==> src/rtl/hazard_detection_unit.sv <==
// ID-stage hazard detection: stalls for load-use, ID-resolved branch operands and
// mult/div busy conflicts; flushes IF/ID on taken control transfers; counts stall cycles.
module hazard_detection_unit #(
    parameter int MD_LATENCY = 32,
    parameter int CNT_WIDTH  = 32
) (
    input  logic                 Clock,
    input  logic                 Reset,
    input  logic [31:0]          ID_Instruction,
    input  logic                 ID_IsBranch,
    input  logic                 ID_BranchTaken,
    input  logic                 ID_IsJump,
    input  logic                 EX_MemRead,
    input  logic                 EX_RegWrite,
    input  logic [4:0]           EX_WriteReg,
    input  logic                 MEM_MemRead,
    input  logic [4:0]           MEM_WriteReg,
    input  logic                 EX_StartMulDiv,
    output logic                 PCWrite,
    output logic                 IFIDWrite,
    output logic                 IDEXBubble,
    output logic                 IFIDFlush,
    output logic                 MDBusy,
    output logic [CNT_WIDTH-1:0] StallCount
);

    localparam logic [5:0] MD_LOAD = 6'(MD_LATENCY);

    logic [4:0] id_rs;
    logic [4:0] id_rt;
    logic [5:0] id_opcode;
    logic [5:0] id_funct;
    logic [9:0] unused_id_bits;

    assign id_rs          = ID_Instruction[25:21];
    assign id_rt          = ID_Instruction[20:16];
    assign id_opcode      = ID_Instruction[31:26];
    assign id_funct       = ID_Instruction[5:0];
    assign unused_id_bits = ID_Instruction[15:6];

    logic ex_match;
    logic mem_match;
    logic is_special;
    logic load_use;
    logic br_ex;
    logic br_ld;
    logic hilo;
    logic md_issue;
    logic stall;

    logic [5:0]           md_cnt_d,      md_cnt_q;
    logic [CNT_WIDTH-1:0] stall_count_d, stall_count_q;

    // $zero is hardwired, so a write to it can never feed an operand.
    assign ex_match   = (EX_WriteReg != 5'd0)  && (EX_WriteReg == id_rs  || EX_WriteReg == id_rt);
    assign mem_match  = (MEM_WriteReg != 5'd0) && (MEM_WriteReg == id_rs || MEM_WriteReg == id_rt);
    assign is_special = (id_opcode == 6'd0);

    assign load_use = EX_MemRead && ex_match;
    assign br_ex    = ID_IsBranch && EX_RegWrite && ex_match;
    assign br_ld    = ID_IsBranch && MEM_MemRead && mem_match;
    assign hilo     = MDBusy && is_special && (id_funct == 6'h10 || id_funct == 6'h12);
    assign md_issue = MDBusy && is_special && (id_funct >= 6'h18 && id_funct <= 6'h1B);
    assign stall    = load_use || br_ex || br_ld || hilo || md_issue;

    assign PCWrite    = !stall;
    assign IFIDWrite  = !stall;
    assign IDEXBubble = stall;
    // Branch operands are stale while stalled, so a flush must wait for the stall to clear.
    assign IFIDFlush  = !stall && ((ID_IsBranch && ID_BranchTaken) || ID_IsJump);

    assign MDBusy     = (md_cnt_q != 6'd0);
    assign StallCount = stall_count_q;

    always_comb begin
        // NOTE: every always_comb output gets a default first so no path can infer a latch.
        md_cnt_d      = md_cnt_q;
        stall_count_d = stall_count_q;

        if (EX_StartMulDiv) begin
            md_cnt_d = MD_LOAD;
        end else if (md_cnt_q != 6'd0) begin
            md_cnt_d = md_cnt_q - 6'd1;
        end

        if (stall && (stall_count_q != '1)) begin
            stall_count_d = stall_count_q + CNT_WIDTH'(1);
        end
    end

    // NOTE: sequential state uses non-blocking assignments so all flops update from pre-edge values.
    always_ff @(posedge Clock or posedge Reset) begin
        if (Reset) begin
            md_cnt_q      <= 6'd0;
            stall_count_q <= '0;
        end else begin
            md_cnt_q      <= md_cnt_d;
            stall_count_q <= stall_count_d;
        end
    end

endmodule

==> config.mk <==
export PLATFORM = sky130hd
export DESIGN_NAME = hazard_detection_unit
export DESIGN_NICKNAME = d
export VERILOG_FILES = /design/src/rtl/hazard_detection_unit.sv
export SDC_FILE = /design/constraint.sdc
export NUM_CORES = 1
export LEC_CHECK = 0
export CAP_MARGIN = 20
export CELL_PAD_IN_SITES_DETAIL_PLACEMENT = 0
export CELL_PAD_IN_SITES_GLOBAL_PLACEMENT = 1
export CORE_MARGIN = 5
export CORE_UTILIZATION = 34
export DETAILED_ROUTE_END_ITERATION = 6
export PLACE_DENSITY_LB_ADDON = 0.1
export SYNTH_ARGS = -nofsm -noshare
export SYNTH_HDL_FRONTEND = slang
export SYNTH_SLANG_ARGS = --single-unit
==> constraint.sdc <==
create_clock -name Clock -period 6.1 [get_ports Clock]
set_input_delay 1.22 -clock Clock [delete_from_list [all_inputs] [get_ports Clock]]
set_output_delay 1.22 -clock Clock [all_outputs]
set_load 0.05 [all_outputs]
Word-level counts from Yosys, hierarchy flattened --
Index checks and enable logic that the tools add are counted.
Cells by class: order comparisons 2, reduce and logical (&&, ||, !) cells 28, multiplexer cells 2, $add $sub $neg 2, equal/unequal tests 7
Operators by type and width (number):
- $add 32x1->32 const B | 1
- $ne 32x32->1 const B | 1
- $eq 5x5->1 | 4
- $logic_and 1x1->1 | 14
- $eq 6x5->1 const B | 2
- $mux 6 | 2
- $reduce_bool 5->1 | 2
- $logic_or 1x1->1 | 8
- $ge 6x5->1 const B | 1
- $le 6x5->1 const B | 1
- $logic_not 6->1 | 1
- $reduce_bool 6->1 | 1
- $sub 6x1->6 const B | 1
- $reduce_bool 2->1 | 1
- $logic_not 1->1 | 1
Storage, ports and cells: bits in registers 38, output and inout port bits 37

Depth between registers and ports, before layout --
word-level depth 10, gate-level depth with buffers 10

Least setup slack after synthesis --
OpenSTA, ideal clock, no wires.
path kind input port to output port, start point in MEM_WriteReg[1], end point out IFIDFlush, setup slack 1.204 ns, required time 4.880 ns, arrival 3.676 ns, path buffers 1, cell stages on the path 7, cells stage by stage or4_1 o211ai_1 a21oi_1 a211oi_1 inv_1 clkbuf_1 nor2_1
Between the ends: word-level cells in the longest chain between the ends 9, elaborated cells between the ends (all ways) 11, classes of those cells eq/ne: 2; reduce/logical: 9
RTL lines:
- start: declaration | RTL line 17 | input logic [4:0] MEM_WriteReg,
- $eq 5x5->1 | RTL line 56 | assign mem_match = (MEM_WriteReg != 5'd0) && (MEM_WriteReg == id_rs || MEM_WriteReg == id_rt);
- $logic_or 1x1->1 | RTL line 56
- $logic_and 1x1->1 (*) | RTL line 56
- $logic_and 1x1->1 (*) | RTL line 61 | assign br_ld = ID_IsBranch && MEM_MemRead && mem_match;
- $logic_or 1x1->1 (*) (3 in series) | RTL line 64 | assign stall = load_use || br_ex || br_ld || hilo || md_issue;
- via IDEXBubble | RTL line 21 | output logic IDEXBubble,
- $logic_not 1->1 (*) | RTL line 70 | assign IFIDFlush = !stall && ((ID_IsBranch && ID_BranchTaken) || ID_IsJump);
- $logic_and 1x1->1 (*) | RTL line 70
- end: declaration | RTL line 22 | output logic IFIDFlush,
Mark *: on every way through the listed nets, which the timed path passes. The rest lies on a longest branch.

Worst setup path after layout --
start point in MEM_WriteReg[1], end point out PCWrite
Between the ends: word-level cells in the longest chain between the ends 8, elaborated cells between the ends (all ways) 10, classes of those cells eq/ne: 2; reduce/logical: 8
RTL lines:
- $eq 5x5->1 | RTL line 56
- $logic_or 1x1->1 | RTL line 56
- $logic_and 1x1->1 (*) | RTL line 56
- $logic_and 1x1->1 (*) | RTL line 61
- $logic_or 1x1->1 (*) (3 in series) | RTL line 64
- $logic_not 1->1 (*) | RTL line 66 | assign PCWrite = !stall;
- end: declaration | RTL line 19 | output logic PCWrite,
Every way passes the cells marked *; elsewhere a longest branch is shown, timed or not.

==> metrics.md <==
| Metric | Value |
|---|---|
| Largest stage delay, worst path | `0.84 ns` |
| Most used flip-flop cell after synthesis | `dfrtp_1` |
| Global-route wire length before repair | `9580 um` |
| Number of enable flip-flop cells after synthesis | `0` |
| Sum of negative setup slack | `0 ns` |
| Hold_buf cts | `0` |
| Die W | `90.6 um` |
| Count of mapped cells out of synthesis | `232` |
| Die footprint | `8210 um2` |
| Peak clock frequency supported by timing | `202 MHz` |
| Leak Pwr | `about 0.0012 uW` |
| Clock tree sinks | `38` |
| Multi-input gate area in the final layout | `1200 um2` |
| CTS H-tree depth | `2` |
| Std-Cell Rows | `29` |
| Clk Tree Root Cell | `clkbuf_8` |
| DRC marker count from the first detailed-route iteration | `60` |
| Final setup violation count | `0` |
| Register bit total from synthesis | `38` |
| Top-level I/O count | `88` |
| Antenna Diode Count | `0` |
| Detailed-route vias per instance | `roughly 5.0` |
| Number of max-cap violations | `0` |
| Family of cells with the greatest summed delay on the critical path | `buffers and inverters` |
| Cell type of the slowest stage on the worst timing path | `clkdlybuf4s50_1` |
| Ratio of cells with drive above 1 in the final layout | `5.77%` |
| Share of flip-flops with an asynchronous set or reset | `100%` |
| Remaining global-route overflow | `0` |
| Number of global-route vias before repair | `1975` |
| Signal arrival time at the worst endpoint | `3.74 ns` |
| I/O Buffers | `76` |
| Maximum clock path buffer count | `2` |
| Final-report max-slew violation count | `0` |
| Aggregate global-route resource usage | `13.9%` |
| Status | `finished clean` |
| Unrepaired setup endpoints after global routing | `no` |
| Number of warnings issued by yosys | `0` |
| Cts repair resizes | `0` |
| Total power divided by cell area | `247 nW/um2` |
| Sort of element at the end of the critical path | `primary output` |
| Largest fanout of any net on the critical path | `16` |
| Type of the worst min-delay path | `flop to flop` |
| Clock tree from TritonCTS | `yes` |
| Critical path buffer and inverter count | `3` |
| Leading cell types in the layout, fill and taps excluded | `76 x clkdlybuf4s50_1, 38 x dfrtp_1, 32 x xnor2_1` |
| Weighted congestion at the end of routability-driven global placement | `0.799` |
| Final instance area | `3150 um2` |
| Initial standard-cell utilization of the core | `34.8%` |
| Cell area after placement | `3060 um2` |
| Chain of cells forming the critical path | `clkdlybuf4s50_1 > or4_1 > o211ai_1 > a21oi_1 > a211oi_2 > buf_4 > clkdlybuf4s50_1` |
| Hold Path Stages | `1` |
| Pin count of the biggest net entering global routing | `39` |
| Remaining antenna violation count after routing | `0` |
| Actual transition at the worst max-transition pin | `0.526 ns` |
| Terminating pin of the worst hold path | `StallCount[29]` |
| Worst-case reg-to-reg path depth | `7` |
| Register area share after synthesis | `between 40% and 50%` |
| Final worst clock skew | `0.00267 ns` |
| Share of the clock period used by the worst path after layout | `81.4%` |
| Number of failing hold endpoints at the final stage | `0` |
| Startpoint kind of the worst setup timing path | `input pin` |
| Average size of a mapped cell | `approximately 9.5 um2` |
| Post-Syn Area | `2210 um2` |
| Footprint of the flip-flops and latches | `roughly 950 um2` |
| End of the worst register-to-register path | `StallCount[1]` |
| Max IR drop VDD | `0.000220 V` |
| Most common cell on crit path | `clkdlybuf4s50_1` |
| Total core area | `~6300 um2` |
| Min cycle time layout | `approximately 5.0 ns` |
| Worst endpoint required time | `around 4.9 ns` |
| Start point of the worst hold path | `StallCount[29]` |
| HPWL Detailed | `~4400 um` |
| Antenna violations before repair | `0` |
| Number of nets in the final layout | `365` |
| Via count | `about 2000` |
| Commonest non-fill, non-tap cell in the layout | `clkdlybuf4s50_1` |
| Total detailed-routing wirelength | `5750 um` |
| DIE HEIGHT | `90.6 um` |
| TritonRoute pass-1 iters | `4` |
| Routed wire length per instance | `14.8 um` |
| Setup Buffers After CTS | `0` |
| FF-to-FF setup slack | `3.54 ns` |
| Register clock-pin slew on the reported worst setup and hold paths | `approximately 0.08 ns` |
| Start-to-end type of the worst setup path | `input pin to primary output` |
| Distinct cell type count of the synthesized netlist | `39` |
| Fin Hold WS | `0.492 ns` |
| Clock insertion delay at the later pin of the skew report | `0.28 ns` |
| Total nets after synthesis | `286` |
| Total power | `a little under 800 uW` |
| Cts bufs inserted | `5` |
| FILL cells | `604` |
| Syn-to-layout area delta | `42.8%` |
| DR DRC count | `0` |
| Critical register-to-register path startpoint | `StallCount[0]` |
| Worst slew margin relative to its limit | `64.9%` |
## power by group
part,internal [uW],switching (uW),leakage (uW)
registers,284,42.2,0.000509
clock network,91.3,88.3,0.0000482
logic,118,155,0.000684
## registers in the layout, indices dropped and copies added, names as in the netlist
| name | cells |
|---|---|
| md_cnt_q | 6 |
| StallCount | 32 |
## area by class of cell
cell class	instances	area share, %
Clock buffer	7	2.74
Clock inverter	1	0.159
Inverter	7	0.833
Multi-Input combinational cell	180	38.2
Sequential cell	38	30.2
Tap cell	77	3.06
Timing Repair Buffer	79	24.8
## Yosys cell counts, drive strengths merged (5+ instances only)
library cell	n	area [um2]
xnor2	32	280
or4	5	41.3
dfrtp	38	951
inv	7	26.3
nor2	16	60.1
nor3	12	60.1
a21oi	7	35.0
nand2	21	81.3
nor4	5	31.3
xor2	20	175
nand4	9	56.3
nand3	20	100
## worst reg2reg max path: cells and delay by family (launching register included)
kind          cells  cell delay (ns)
simple gates      5             1.41
fa+ha+maj         1             0.30
mux               1             0.33
flops             1             0.41
## worst max-delay path by stage
stage	startpoint	to	depth (start not counted)
after floorplan	MEM_WriteReg[1]	IFIDFlush	7
after global placement	MEM_WriteReg[2]	PCWrite	7
after detailed placement	MEM_WriteReg[1]	PCWrite	7
after CTS	MEM_WriteReg[1]	PCWrite	7
after global routing	MEM_WriteReg[1]	PCWrite	7
final	MEM_WriteReg[1]	PCWrite	7
## kinds of logic (layout without fill, tap and decap cells)
family	after synthesis	in the layout	share of synthesized area [%]
AOI/OAI and AO/OA	16	16	4.76
buffers and inverters	14	94	2.61
adders and majority gates	3	3	1.70
muxes	2	2	0.963
and+or+nand+nor	107	107	26.3
xor gates and xnor gates	52	52	20.6
DFF	38	38	43.1
## metal layers
metal  vias up  wire (um)  global-route usage, %
met5         -          0                      0
met3         2        282                   3.67
met4         0         19                   1.86
li1        967          -                      -
met2        49       2780                   23.0
met1       932       2670                   18.8
## per-stage QoR
step,setup WS [ns],util (%),instances
2_1_floorplan,1.20,-,232
5_1_grt,0.971,49.7,389
4_1_cts,1.12,49.7,389
6_report,1.14,49.7,389
3_5_place_dp,1.12,48.2,381
3_3_place_gp,1.12,48.2,381
Power figures use the tool's default switching activity.
